### config.mk
export PLATFORM = sky130hd
export DESIGN_NAME = mcu_scheduler
export DESIGN_NICKNAME = d
export VERILOG_FILES = /design/src/rtl/mcu_scheduler.sv
export SDC_FILE = /design/constraint.sdc
export NUM_CORES = 1
export LEC_CHECK = 0
export CAP_MARGIN = 30
export CELL_PAD_IN_SITES_DETAIL_PLACEMENT = 0
export CELL_PAD_IN_SITES_GLOBAL_PLACEMENT = 1
export CORE_MARGIN = 1.5
export CORE_UTILIZATION = 36
export CTS_CLUSTER_DIAMETER = 50
export DETAILED_ROUTE_END_ITERATION = 6
export HOLD_SLACK_MARGIN = 0.15
export PLACE_DENSITY_LB_ADDON = 0.1
export SETUP_SLACK_MARGIN = 0.2
export SLEW_MARGIN = 20
export SYNTH_ARGS = -nofsm -noshare
export SYNTH_HDL_FRONTEND = slang
export SYNTH_SLANG_ARGS = --single-unit
### constraint.sdc
create_clock -name clk -period 2.7 [get_ports clk]
set_input_delay 0.27 -clock clk [delete_from_list [all_inputs] [get_ports clk]]
set_output_delay 0.27 -clock clk [all_outputs]
set_load 0.05 [all_outputs]
### src/rtl/mcu_scheduler.sv
// MCU sequencing controller for the entropy-decoding datapath: block/channel
// position, downstream credit gating, restart-marker handling and frame end.
module mcu_scheduler #(
  parameter int unsigned CH       = 3,
  parameter int unsigned Y_BLOCKS = 4,
  parameter int unsigned CREDITS  = 2
) (
  input  logic                      clk,
  input  logic                      rst_n,
  input  logic                      start,
  input  logic [15:0]               mcus_total,
  input  logic [15:0]               restart_interval,
  input  logic                      blk_done,
  input  logic                      ds_ack,
  input  logic                      marker_ack,
  input  logic [2:0]                marker_num,
  output logic [$clog2(CH+1)-1:0]   ch,
  output logic                      decode_en,
  output logic                      dc_reset,
  output logic                      marker_req,
  output logic [15:0]               mcu_cnt,
  output logic                      busy,
  output logic                      frame_done,
  output logic                      marker_err
);

  localparam int unsigned NBLK = Y_BLOCKS + CH - 1;
  localparam int unsigned BW   = (NBLK > 1) ? $clog2(NBLK) : 1;
  localparam int unsigned CRW  = $clog2(CREDITS + 1);
  localparam int unsigned CHW  = $clog2(CH + 1);

  localparam logic [BW-1:0]  LAST_BLK  = BW'(NBLK - 1);
  localparam logic [BW-1:0]  FIRST_C   = BW'(Y_BLOCKS);
  localparam logic [BW-1:0]  C_OFFSET  = BW'(Y_BLOCKS - 1);
  localparam logic [CRW-1:0] CRED_MAX  = CRW'(CREDITS);

  localparam logic [1:0] S_IDLE    = 2'd0;
  localparam logic [1:0] S_DECODE  = 2'd1;
  localparam logic [1:0] S_RESTART = 2'd2;
  localparam logic [1:0] S_DONE    = 2'd3;

  logic [1:0]     state_q,      state_d;
  logic [BW-1:0]  blk_idx_q,    blk_idx_d;
  logic [15:0]    mcu_cnt_q,    mcu_cnt_d;
  logic [15:0]    rst_cnt_q,    rst_cnt_d;
  logic [2:0]     exp_marker_q, exp_marker_d;
  logic [CRW-1:0] credits_q,    credits_d;
  logic           dc_reset_q,   dc_reset_d;
  logic           marker_err_q, marker_err_d;
  logic [15:0]    total_q,      total_d;
  logic [15:0]    interval_q,   interval_d;

  logic        blk_ev;
  logic [15:0] mcu_inc;
  logic [15:0] rst_inc;

  always_comb begin
    state_d      = state_q;
    blk_idx_d    = blk_idx_q;
    mcu_cnt_d    = mcu_cnt_q;
    rst_cnt_d    = rst_cnt_q;
    exp_marker_d = exp_marker_q;
    credits_d    = credits_q;
    dc_reset_d   = 1'b0;
    marker_err_d = marker_err_q;
    total_d      = total_q;
    interval_d   = interval_q;

    blk_ev  = blk_done && (state_q == S_DECODE);
    mcu_inc = mcu_cnt_q + 16'd1;
    rst_inc = rst_cnt_q + 16'd1;

    // Credit return is honoured in every state; only DECODE consumes.
    unique case ({ds_ack, blk_ev})
      2'b10: if (credits_q != CRED_MAX) credits_d = credits_q + CRW'(1);
      2'b01: if (credits_q != '0)       credits_d = credits_q - CRW'(1);
      default: ;
    endcase

    unique case (state_q)
      S_IDLE: begin
        if (start) begin
          total_d      = mcus_total;
          interval_d   = restart_interval;
          blk_idx_d    = '0;
          mcu_cnt_d    = '0;
          rst_cnt_d    = '0;
          exp_marker_d = '0;
          credits_d    = CRED_MAX;
          marker_err_d = 1'b0;
          if (mcus_total == '0) begin
            state_d = S_DONE;
          end else begin
            state_d    = S_DECODE;
            dc_reset_d = 1'b1;
          end
        end
      end
      S_DECODE: begin
        if (blk_ev) begin
          if (blk_idx_q == LAST_BLK) begin
            blk_idx_d = '0;
            mcu_cnt_d = mcu_inc;
            rst_cnt_d = rst_inc;
            // Frame end wins over a coincident restart boundary.
            if (mcu_inc == total_q) begin
              state_d = S_DONE;
            end else if ((interval_q != '0) && (rst_inc == interval_q)) begin
              state_d = S_RESTART;
            end
          end else begin
            blk_idx_d = blk_idx_q + BW'(1);
          end
        end
      end
      S_RESTART: begin
        if (marker_ack) begin
          dc_reset_d   = 1'b1;
          rst_cnt_d    = '0;
          state_d      = S_DECODE;
          exp_marker_d = exp_marker_q + 3'd1;
          if (marker_num != exp_marker_q) marker_err_d = 1'b1;
        end
      end
      S_DONE: begin
        state_d = S_IDLE;
      end
      default: begin
        state_d = S_IDLE;
      end
    endcase
  end

  always_ff @(posedge clk or negedge rst_n) begin
    if (!rst_n) begin
      state_q      <= S_IDLE;
      blk_idx_q    <= '0;
      mcu_cnt_q    <= '0;
      rst_cnt_q    <= '0;
      exp_marker_q <= '0;
      credits_q    <= CRED_MAX;
      dc_reset_q   <= 1'b0;
      marker_err_q <= 1'b0;
      total_q      <= '0;
      interval_q   <= '0;
    end else begin
      state_q      <= state_d;
      blk_idx_q    <= blk_idx_d;
      mcu_cnt_q    <= mcu_cnt_d;
      rst_cnt_q    <= rst_cnt_d;
      exp_marker_q <= exp_marker_d;
      credits_q    <= credits_d;
      dc_reset_q   <= dc_reset_d;
      marker_err_q <= marker_err_d;
      total_q      <= total_d;
      interval_q   <= interval_d;
    end
  end

  always_comb begin
    if (blk_idx_q < FIRST_C) ch = '0;
    else                     ch = CHW'(blk_idx_q - C_OFFSET);
  end

  assign decode_en  = (state_q == S_DECODE) && (credits_q != '0);
  assign dc_reset   = dc_reset_q;
  assign marker_req = (state_q == S_RESTART);
  assign mcu_cnt    = mcu_cnt_q;
  assign busy       = (state_q != S_IDLE);
  assign frame_done = (state_q == S_DONE);
  assign marker_err = marker_err_q;

endmodule

==> results of run 1 <==
-- logic make-up after synthesis --
kind of cell | after synthesis
AO/OA/AOI/OAI | 126
XOR/XNOR | 42
adder cells (fa/ha/maj) | 11
buffers and inverters | 46
flip-flops | 76
multiplexers | 29
AND/OR/NAND/NOR | 178
-- layout make-up --
class	instances	area (µm²)	share of cell area [%]
multi-input combinational	386	2673	44.75
sequential	76	1917	32.10
timing repair buffer	87	810.8	13.58
clock buffer	11	242.7	4.065
tap	172	215.2	3.604
inverter	17	63.81	1.069
clock inverter	4	50.05	0.8380
-- final timing paths --
path / endpoint / slack, ps / depth (start not counted)
worst min-delay path: interval_q[12] / 500 / 3
max in group asynchronous: rst_cnt_q[0] / 1480 / 3
worst min register to register: rst_cnt_q[15] / 510 / 1
min in group asynchronous: blk_idx_q[2] / 530 / 2
worst max-delay path: state_q[0] / 290 / 7
worst max register to register: state_q[0] / 290 / 7
-- Yosys cell counts, types with 4 or more instances --
cell	count
nor3_1	9
xnor2_1	26
nand2b_1	5
a21oi_1	15
ha_1	11
nand3_1	18
nor4_1	12
inv_1	17
and3_1	5
nor2_1	30
nor2b_1	6
o31ai_1	12
dfrtp_1	75
a31oi_1	6
xor2_1	16
mux2_2	27
nand4_1	7
and2_1	4
o21ai_0	58
nand2_1	52
and4_1	4
buf_2	12
clkbuf_1	13
-- routing by layer --
layer,part of all wire [%],wire [µm],up-vias
met5,0,0,-
met4,1.7,219,0
met3,5.0,639,15
met2,43,5458,122
met1,50,6426,1982
li1,-,-,1973
-- power groups by stage --
stage | Sequential (mW) | Combinational, mW | Clock [mW]
floorplan | 1.61 | 0.745 | 0
global placement | 1.62 | 1.13 | 0
detailed placement | 1.63 | 1.14 | 0
CTS | 1.62 | 1.16 | 1.24
global route | 1.66 | 1.31 | 1.29
finish | 1.63 | 1.19 | 1.21
-- sequential cells by signal, summed over array words and instances, names as in the netlist --
name / cells
interval_q: 16
dc_reset: 1
mcu_cnt: 16
rst_cnt_q: 16
credits_q: 2
marker_err: 1
blk_idx_q: 3
exp_marker_q: 3
state_q: 2
total_q: 16
-- what timing repair did --
item                       4_1_cts  5_1_grt
resized for setup                5       11
hold buffers                     1        0
setup endpoints to repair        2        2
buffers inserted                 0        2
pin swaps                        0        0
hold endpoints to repair        51        0
-- worst min-delay path, cell delays in order --
cell             delay [ps]
clkdlybuf4s50_1         400
nand2_1                  60
o21ai_0                  60
==> impl_metrics.csv, run 1 <==
group,metric,value,unit
layout,mostFrequentLayoutCells,"dfrtp_1 (66), clkdlybuf4s50_1 (62), o21ai_0 (58), nand2_1 (52), nor2_1 (30)",
critical_path,arrival,2690,ps
clocking,clkLatencyLatePin,340,ps
layout,syn_to_final_growth,27.42,%
run_status,status,"finished clean",
logic_synthesis,synth-seq-cells,76,
critical_path,endpoint_kind,"register",
logic_synthesis,syn_area_per_cell,9.226,µm²
timing,finalCritPeriodShare,89.18,%
hold_path,hp-class,"primary input to register",
logic_synthesis,yosys-top-cells-area,"dfrtp_1 (40%), mux2_2 (6.5%), o21ai_0 (6.2%), xnor2_1 (4.9%), nand2_1 (4.2%)",
layout,diodes,0,
power,p_sw,1.391,mW
critical_path,critPathMaxFanout,7,
clocking,h-tree-depth,3,
timing,finalSetupViolations,0,
place,dpl.hpwl,9.292,mm
die,io_pins,65,
timing,slew_headroom,52.13,%
clocking,cts_tree,"built",
clocking,cts-root-buf,"clkbuf_16",
power,vdd_drop_max,354.7,µV
global_route,grt_first_pass_wirelength,20.49,mm
layout,fin_cells,753,
die,start_util,36.99,%
die,core_area,12670,µm²
power,power.internal,2.642,mW
logic_synthesis,synth-xor-area-share,7.848,%
timing,drv_slew,0,
route,via_per_inst,5.434,
hold_path,worstHoldStart,"restart_interval[12]",
route,ant_nets,0,
clocking,numCtsBuffers,9,
die,die_y,117.1,µm
route,vias,4092,
layout,final_area,5972,µm²
place,io_buffer_count,64,
clocking,clkSinkCount,76,
timing,tns,0,ps
place,place_ws,116.5,ps
critical_path,critical_path_required,2980,ps
critical_path,crit_buf_inv,0,
layout,final_common_cell,"dfrtp_1",
global_route,antenna_found_initial,0,
route,drcViolationCount,0,
power,switching_share,34.49,%
timing,hold_viol_final,0,
global_route,use_met2,28.81,%
layout,n_fill_cell,1247,
critical_path,critPathTopFamily,"simple AND/OR/NAND/NOR gates",
logic_synthesis,synth-edff-count,0,
route,first_pass_iters,4,
power,p_total,4.032,mW
logic_synthesis,synthAdderAreaFrac,2.936,%
die,rows,41,
die,design.die.area,13710,µm²
die,die_w,117.1,µm
power,power.density,675.2,nW/µm²
critical_path,crit_type,"register to register",
power,seq_power_share,40.5,%
timing,hold-worst-slack,500.8,ps
power,power.share.combinational,29.5,%
critical_path,startpoint,"mcu_cnt[9]",
place,placed_cells,735,
critical_path,start_kind,"register",
logic_synthesis,yosys.area_share.simple,20.61,%
global_route,grt_max_degree,55,
place,gp_congestion,0.8119,
global_route,grt_pass1_vias,3882,
logic_synthesis,synth_nets,560,
global_route,grt_overflow,0,
logic_synthesis,yosysWarnings,0,
power,leakage,2.349,nW
layout,nets,629,
route,drt-total-wl,12.74,mm
clocking,cts_buffer_depth,2,
layout,drive_above_1_share,17.04,%
timing,grt_setup_unrepaired,"false",
timing,fin_crit,2408,ps
route,wire_per_inst,16.92,µm
clocking,clk_pin_slew,60,ps
logic_synthesis,syn_area,4687,µm²
logic_synthesis,yosysSeqAreaShare,40.60,%
global_route,grt_use_met3,3.862,%
logic_synthesis,synth_compound_area_share,16.87,%
logic_synthesis,synth_mux_area_share,6.914,%
global_route,grt_use_met1,28.79,%
timing,skew,4.543,ps
logic_synthesis,synth_cell_type_count,66,
critical_path,slowest_delay,590,ps
critical_path,path_cells,"nand4_2 -> nor4_4 -> xnor2_1 -> o2111ai_1 -> or4_4 -> o2111ai_2 -> o21a_1",
place,placed_area,5582,µm²
timing,fin_ws,292.1,ps
timing,fmax,415.3,MHz
timing,worst_slew_pin_slew,718.0,ps
global_route,grt_busiest_layer,"met2",
global_route,grtUsageTotal,19.65,%
critical_path,slowest_stage,"or4_4",
job,max_cap_viol_count,0,
logic_synthesis,synth_top_area_share,40.04,%
logic_synthesis,synth-main-ff-cell,"dfrtp_1",
logic_synthesis,synth_top_family_by_area,"simple AND/OR/NAND/NOR gates",
logic_synthesis,syn_inst,508,
logic_synthesis,ys_async_sr_fraction,100.0,%
layout,utilization,47.13,%
power,pwr-share-clk,30.0,%
route,drtIter0Drc,296,
logic_synthesis,synth_top_area_cell,"dfrtp_1",
critical_path,reg2reg_from,"mcu_cnt[9]",
Power figures use the tool's default switching activity.
==> inputs of run 2 (changes only) <==
--- a/config.mk
+++ b/config.mk
@@ -15,7 +15,6 @@
 export HOLD_SLACK_MARGIN = 0.15
 export PLACE_DENSITY_LB_ADDON = 0.1
 export SETUP_SLACK_MARGIN = 0.2
-export SLEW_MARGIN = 20
 export SYNTH_ARGS = -nofsm -noshare
 export SYNTH_HDL_FRONTEND = slang
 export SYNTH_SLANG_ARGS = --single-unit
==> results of run 2 <==
No change in the layout: final DEF, timing and power equal those of run 1.
==> inputs of run 3 (changes only) <==
--- a/config.mk
+++ b/config.mk
@@ -5,6 +5,7 @@
 export SDC_FILE = /design/constraint.sdc
 export NUM_CORES = 1
 export LEC_CHECK = 0
+export ABC_CLOCK_PERIOD_IN_PS = 2700
 export CAP_MARGIN = 30
 export CELL_PAD_IN_SITES_DETAIL_PLACEMENT = 0
 export CELL_PAD_IN_SITES_GLOBAL_PLACEMENT = 1
==> results of run 3 <==
No change in the layout: final DEF, timing and power equal those of run 1.
==> RTL change 1: new RTL, config.mk and constraints of run 1 <==
Set the parameter `Y_BLOCKS` to 8 (it was 4).
--- a/src/rtl/mcu_scheduler.sv
+++ b/src/rtl/mcu_scheduler.sv
@@ -2,7 +2,7 @@
 // position, downstream credit gating, restart-marker handling and frame end.
 module mcu_scheduler #(
   parameter int unsigned CH       = 3,
-  parameter int unsigned Y_BLOCKS = 4,
+  parameter int unsigned Y_BLOCKS = 8,
   parameter int unsigned CREDITS  = 2
 ) (
   input  logic                      clk,
Formal check against the unedited RTL: not equivalent (Yosys sat finds a counterexample within 10 cycles, from zero or initial values and one cycle with rst_n low).
==> RTL change 1 against run 1 <==
First-iteration DRC count shrank 35%. Sequential cell count increased by 1. Worst setup slack better by 0.012 ns. Combinational power is 13% lower. Wire length down 6.4%. Clock power fell by 4%. Area after synthesis down 2.5%. Cell area down 3.5%. Power shrank 10%. Largest cell class unchanged.
==> RTL change 1: results (changes against run 1) <==
| Metric | Value |
|---|---|
| Status | finished, final reports clean |
| Clk_lat worst skew | between 0.3 and 0.4 ns |
| Post-DR vias/cell | 5.193 (-4.4%) |
| Top cells by count, synth | 76 x dfrtp_1, 60 x o21ai_0, 38 x nor2_1 |
| Fin Hold WS | 0.4595 ns (-0.04127 ns) |
| Hold crit path type | in -> async |
| Htree depth | 3 (unchanged) |
| Top post-synthesis cells by area | dfrtp_1 42%, mux2_2 7.1%, o21ai_0 6.6%, xnor2_1 6.3%, nor2_1 3.1% |
| Synthesized netlist cell count | 481 (-5.3%) |
| Worst slew pin tran | 0.5951 ns (-0.1229 ns) |
| Share of the yosys chip area belonging to registers | 42.17% (+1.6 points) |
| Final #Nets | 601 (-4.5%) |
| Routability cong. | 0.7969 (-1.8%) |
| Worst endpoint data arrival time | 2.13 ns (-0.56 ns) |
| CP startpoint | state_q[1]$_DFFE_PN0P_ |
| Worst R2R Setup Slack | 0.42 ns (+0.13 ns) |
| Clock tree root buffer cell | clkbuf_16 |
| CTS buffer count | 9 (unchanged) |
| Crit-path leading delay family | buffers and inverters |
| End of the worst register-to-register path | state_q[1]$_DFFE_PN0P_ |
| Fraction of registers with async set/reset | 100.0% (unchanged) |
| Placed instance area | 5463 um^2 (-2.1%) |
| Met2 WL | 5704 um (+4.5%) |
| Sw Pwr | 1.209 mW (-13%) |
| GR Util met3 | 5.021% (+1.2 points) |
| Setup Viol. Count Final | 0 (unchanged) |
| Slowest cell on crit path | clkdlybuf4s50_1 |
| DP HPWL | 8753 um (-5.8%) |
| Clk_skew | 0.005906 ns (+0.001364 ns) |
| VDD IR max | 0.3815 mV (+7.6%) |
| DRT met1 WL | 5544 um (-14%) |
| Tot GR Track Use | 19.27% (-0.38 points) |
| Comb pwr | 1.04 mW (-13%) |
| Total placed cells including tap cells | 705 (-4.1%) |
| Vias in the first global route | 3708 (-4.5%) |
| Max stage delay on crit path | 0.80 ns (+0.21 ns) |
| First-pass GRT wire length | 19580 um (-4.4%) |
| Worst-path fanout max | 12 (+5) |
| Fillers | 1226 (-1.7%) |
| Reg2Reg Depth | 8 (+1) |
| Pleak | 2.340 nW (-0.37%) |
| 1st-iter DRT viols | 193 (-35%) |
| Clock group | 1.16 mW (-4%) |
| Clock Tree Buf Depth | 2 (unchanged) |
| Routed wl met3 | 486 um (-24%) |
| Routed WL | 11920 um (-6.4%) |
| CP endpoint | decode_en |
| Share of layout cells above drive strength 1 | 13.18% (-3.9 points) |
| M1 GR Usage | 25.05% (-3.7 points) |
| GR Util met2 | 31.56% (+2.7 points) |
| Post-synth cell types | 55 (-17%) |
| Synth warn | 0 (unchanged) |
| Largest net degree at the start of global routing | 42 (-24%) |
| Max Used Layer | met4 |
| Synth Flop Type | dfrtp_1 |
| Worst Path Buf+Inv | 3 (+3) |
| RR Startpoint | mcu_cnt[1]$_DFFE_PN0P_ |
| Non-filler instance count after layout | 722 (-4.1%) |
| Net Count, Synth | 533 (-4.8%) |
RTL change 1: through the flow:
step	power [mW]	setup WS [ns]
2_1_floorplan	2.098	0.3684
3_3_place_gp	2.481	0.4288
3_5_place_dp	2.494	0.3362
4_1_cts	3.683	0.2788
5_1_grt	3.857	0.1965
6_report	3.630	0.3043
RTL change 1: layout make-up:
cell class	count	area, um^2	share of cell area (%)
multi-input cells	366	2497	43.34
flip-flops and latches	77	1929	33.49
repair buffers	80	785.8	13.64
clock buffers	15	277.8	4.821
well taps	168	210.2	3.648
inverters	15	56.30	0.9772
clock inverters	1	5.005	0.08686
RTL change 1: logic make-up after synthesis:
family | share of synthesized area, %
AO/OA/AOI/OAI | 15.57
XOR/XNOR | 9.196
adder cells (fa/ha/maj) | 3.010
buffers and inverters | 3.421
flip-flops | 42.17
multiplexers | 7.800
AND/OR/NAND/NOR | 18.83
RTL change 1: what timing repair did:
action                     in CTS  in global routing
setup endpoints to repair       0                  2
hold endpoints to repair       40                  0
hold buffers                    1                  0
gates resized for setup         0                  3
==> RTL change 2: new RTL, settings of run 1 <==
Made on the original files. Reset style: synchronous (`rst_n`), changed in one clocked block.
--- a/src/rtl/mcu_scheduler.sv
+++ b/src/rtl/mcu_scheduler.sv
@@ -131,7 +131,7 @@
     endcase
   end
 
-  always_ff @(posedge clk or negedge rst_n) begin
+  always_ff @(posedge clk) begin
     if (!rst_n) begin
       state_q      <= S_IDLE;
       blk_idx_q    <= '0;
Behaviour: differs if rst_n is asserted again (counterexample within 4 cycles, from zero or initial values and one cycle with rst_n low); with rst_n held inactive, the same outputs for 10 cycles.
==> RTL change 2 against run 1 <==
Worst hold slack lost 0.091 ns. Combinational power down 49%. Power down 25%. Wire length decreased by 3.5%. Sequential share of layout area down 5.0 points. Area after synthesis shrank 4.8%. Worst setup slack improved by 0.056 ns. Cell area down 5.5%. Sequential cell count did not move. Via count fell by 1.1%. Critical endpoint is now state_q[0]$_SDFFE_PN0P_.
==> RTL change 2: results (changes against run 1) <==
| Metric | Value |
|---|---|
| Status | finished, final reports clean |
| Post-synth cell types | 63 (-4.5%) |
| Worst-path fanout max | 9 (+2) |
| Max stage delay on crit path | 0.50 ns (-0.09 ns) |
| Compound-Gate Fraction of Synth Area | 20.49% (+3.6 points) |
| CTS buffer count | 9 (unchanged) |
| Pleak | 2.080 nW (-11%) |
| Hold Startpoint | rst_n |
| Synth Area in Adders | 3.084% (+0.15 points) |
| Fillers | 1255 (+0.64%) |
| CP endpoint | state_q[0]$_SDFFE_PN0P_ |
| Routed WL | 12300 um (-3.5%) |
| 1st-iter DRT viols | 244 (-18%) |
| Fraction of registers with async set/reset | 0% (-100 points) |
| Slowest cell on crit path | dfxtp_1 |
| Hold EP | blk_idx_q[0]$_SDFFE_PN0P_ |
| Largest net degree at the start of global routing | 69 (+25%) |
| Vias in the first global route | 3883 (+0.026%) |
| Worst endpoint data arrival time | 2.62 ns (-0.07 ns) |
| Worst R2R Setup Slack | 0.35 ns (+0.06 ns) |
| RR Startpoint | mcu_cnt[10]$_SDFFE_PN0P_ |
| Mux contribution to synthesized area | 0% (-6.9 points) |
| Top post-synthesis cells by area | dfxtp_1 34%, nand2_1 8.3%, xnor2_1 7.1%, a21boi_0 6.6%, o21ai_0 4.1% |
| Tot GR Track Use | 19.89% (+0.24 points) |
| Crit-path leading delay family | compound AO/OA/AOI/OAI gates |
| Achievable Freq | 0.4253 GHz (+2.4%) |
| Net Count, Synth | 606 (+8.2%) |
| Synth warn | 0 (unchanged) |
| First-pass GRT wire length | 20240 um (-1.2%) |
| Critical path class | reg -> reg |
| Clk_skew | 0.006330 ns (+0.001787 ns) |
| Post-DR vias/cell | 5.115 (-5.9%) |
| Share of layout cells above drive strength 1 | 9.952% (-7.1 points) |
| WHS Path Cells | 3 (unchanged) |
| DP HPWL | 8929 um (-3.9%) |
| Share of the yosys chip area belonging to registers | 34.09% (-6.5 points) |
| Total placed cells including tap cells | 772 (+5.0%) |
| Worst rel slew slack | 58.44% (+6.3 points) |
| Final #Nets | 670 (+6.5%) |
| Routed WL per cell | 15.55 um (-8.1%) |
| Placed instance area | 5284 um^2 (-5.3%) |
| Synth Flop Type | dfxtp_1 |
| Post-synthesis xor/xnor area fraction | 10.99% (+3.1 points) |
| Htree depth | 3 (unchanged) |
| Hold crit path type | in -> reg |
| Top cells by count, synth | 99 x nand2_1, 76 x dfxtp_1, 39 x a21boi_0 |
| Synthesized netlist cell count | 554 (+9.1%) |
| Clock tree root buffer cell | clkbuf_16 |
| VDD IR max | 0.2445 mV (-31%) |
| Post-place setup slack | 0.2310 ns (+0.1145 ns) |
| Routability cong. | 0.8541 (+5.2%) |
| Clk_lat worst skew | 0.34 ns (about the same) |
RTL change 2: cell count changes after synthesis, sizes merged, moves of 4 or more:
cell	change
dfxtp	+76
xnor2	+10
nand3	-4
inv	-9
o21ai	-20
nor2b	+12
nand2	+48
a21oi	+5
o31ai	-7
dfrtp	-75
and3	+5
a21boi	+39
mux2	-27
xor2	+4
RTL change 2: power by group:
part / internal, mW / total (mW) / switching (mW)
Clock: 0.717 / 1.17 / 0.456
Combinational: 0.260 / 0.609 / 0.349
Sequential: 1.18 / 1.25 / 0.0700
Total: 2.16 / 3.03 / 0.874
RTL change 2: metrics by stage:
stage	util (%)	hold slack (ns)
after global placement	43.81	0.4551
after global routing	46.78	0.4221
after detailed placement	43.81	0.4669
after floorplan	-	0.4149
after CTS	46.18	0.4043
final	46.78	0.4101
RTL change 2: layer usage:
metal	track usage, %	part of all wire, %	up-vias
met4	7.000	1.2	0
met3	3.335	4.8	7
li1	-	-	2073
met2	31.24	44	92
met5	0	0	-
met1	27.58	50	1874
RTL change 2: area by class of cell:
class / count / area [um^2] / area share (%)
timing repair buffer: 83 / 778.2 / 13.79
tap: 168 / 210.2 / 3.725
clock buffer: 14 / 244.0 / 4.324
multi-input combinational: 440 / 2814 / 49.87
inverter: 8 / 30.03 / 0.5322
clock inverter: 2 / 35.03 / 0.6208
sequential: 76 / 1531 / 27.14
RTL change 2: repair_timing:
action	4_1_cts	5_1_grt
setup endpoints to repair	1	2
gates cloned	0	0
setup buffers	0	3
resized for setup	1	13
pin swaps	0	7
RTL change 2: kinds of logic after synthesis:
logic type      count (synthesis)
simple gates                  236
compound gates                137
flops                          76
xor+xnor                       56
buf+inv                        38
fa+ha+maj                      11
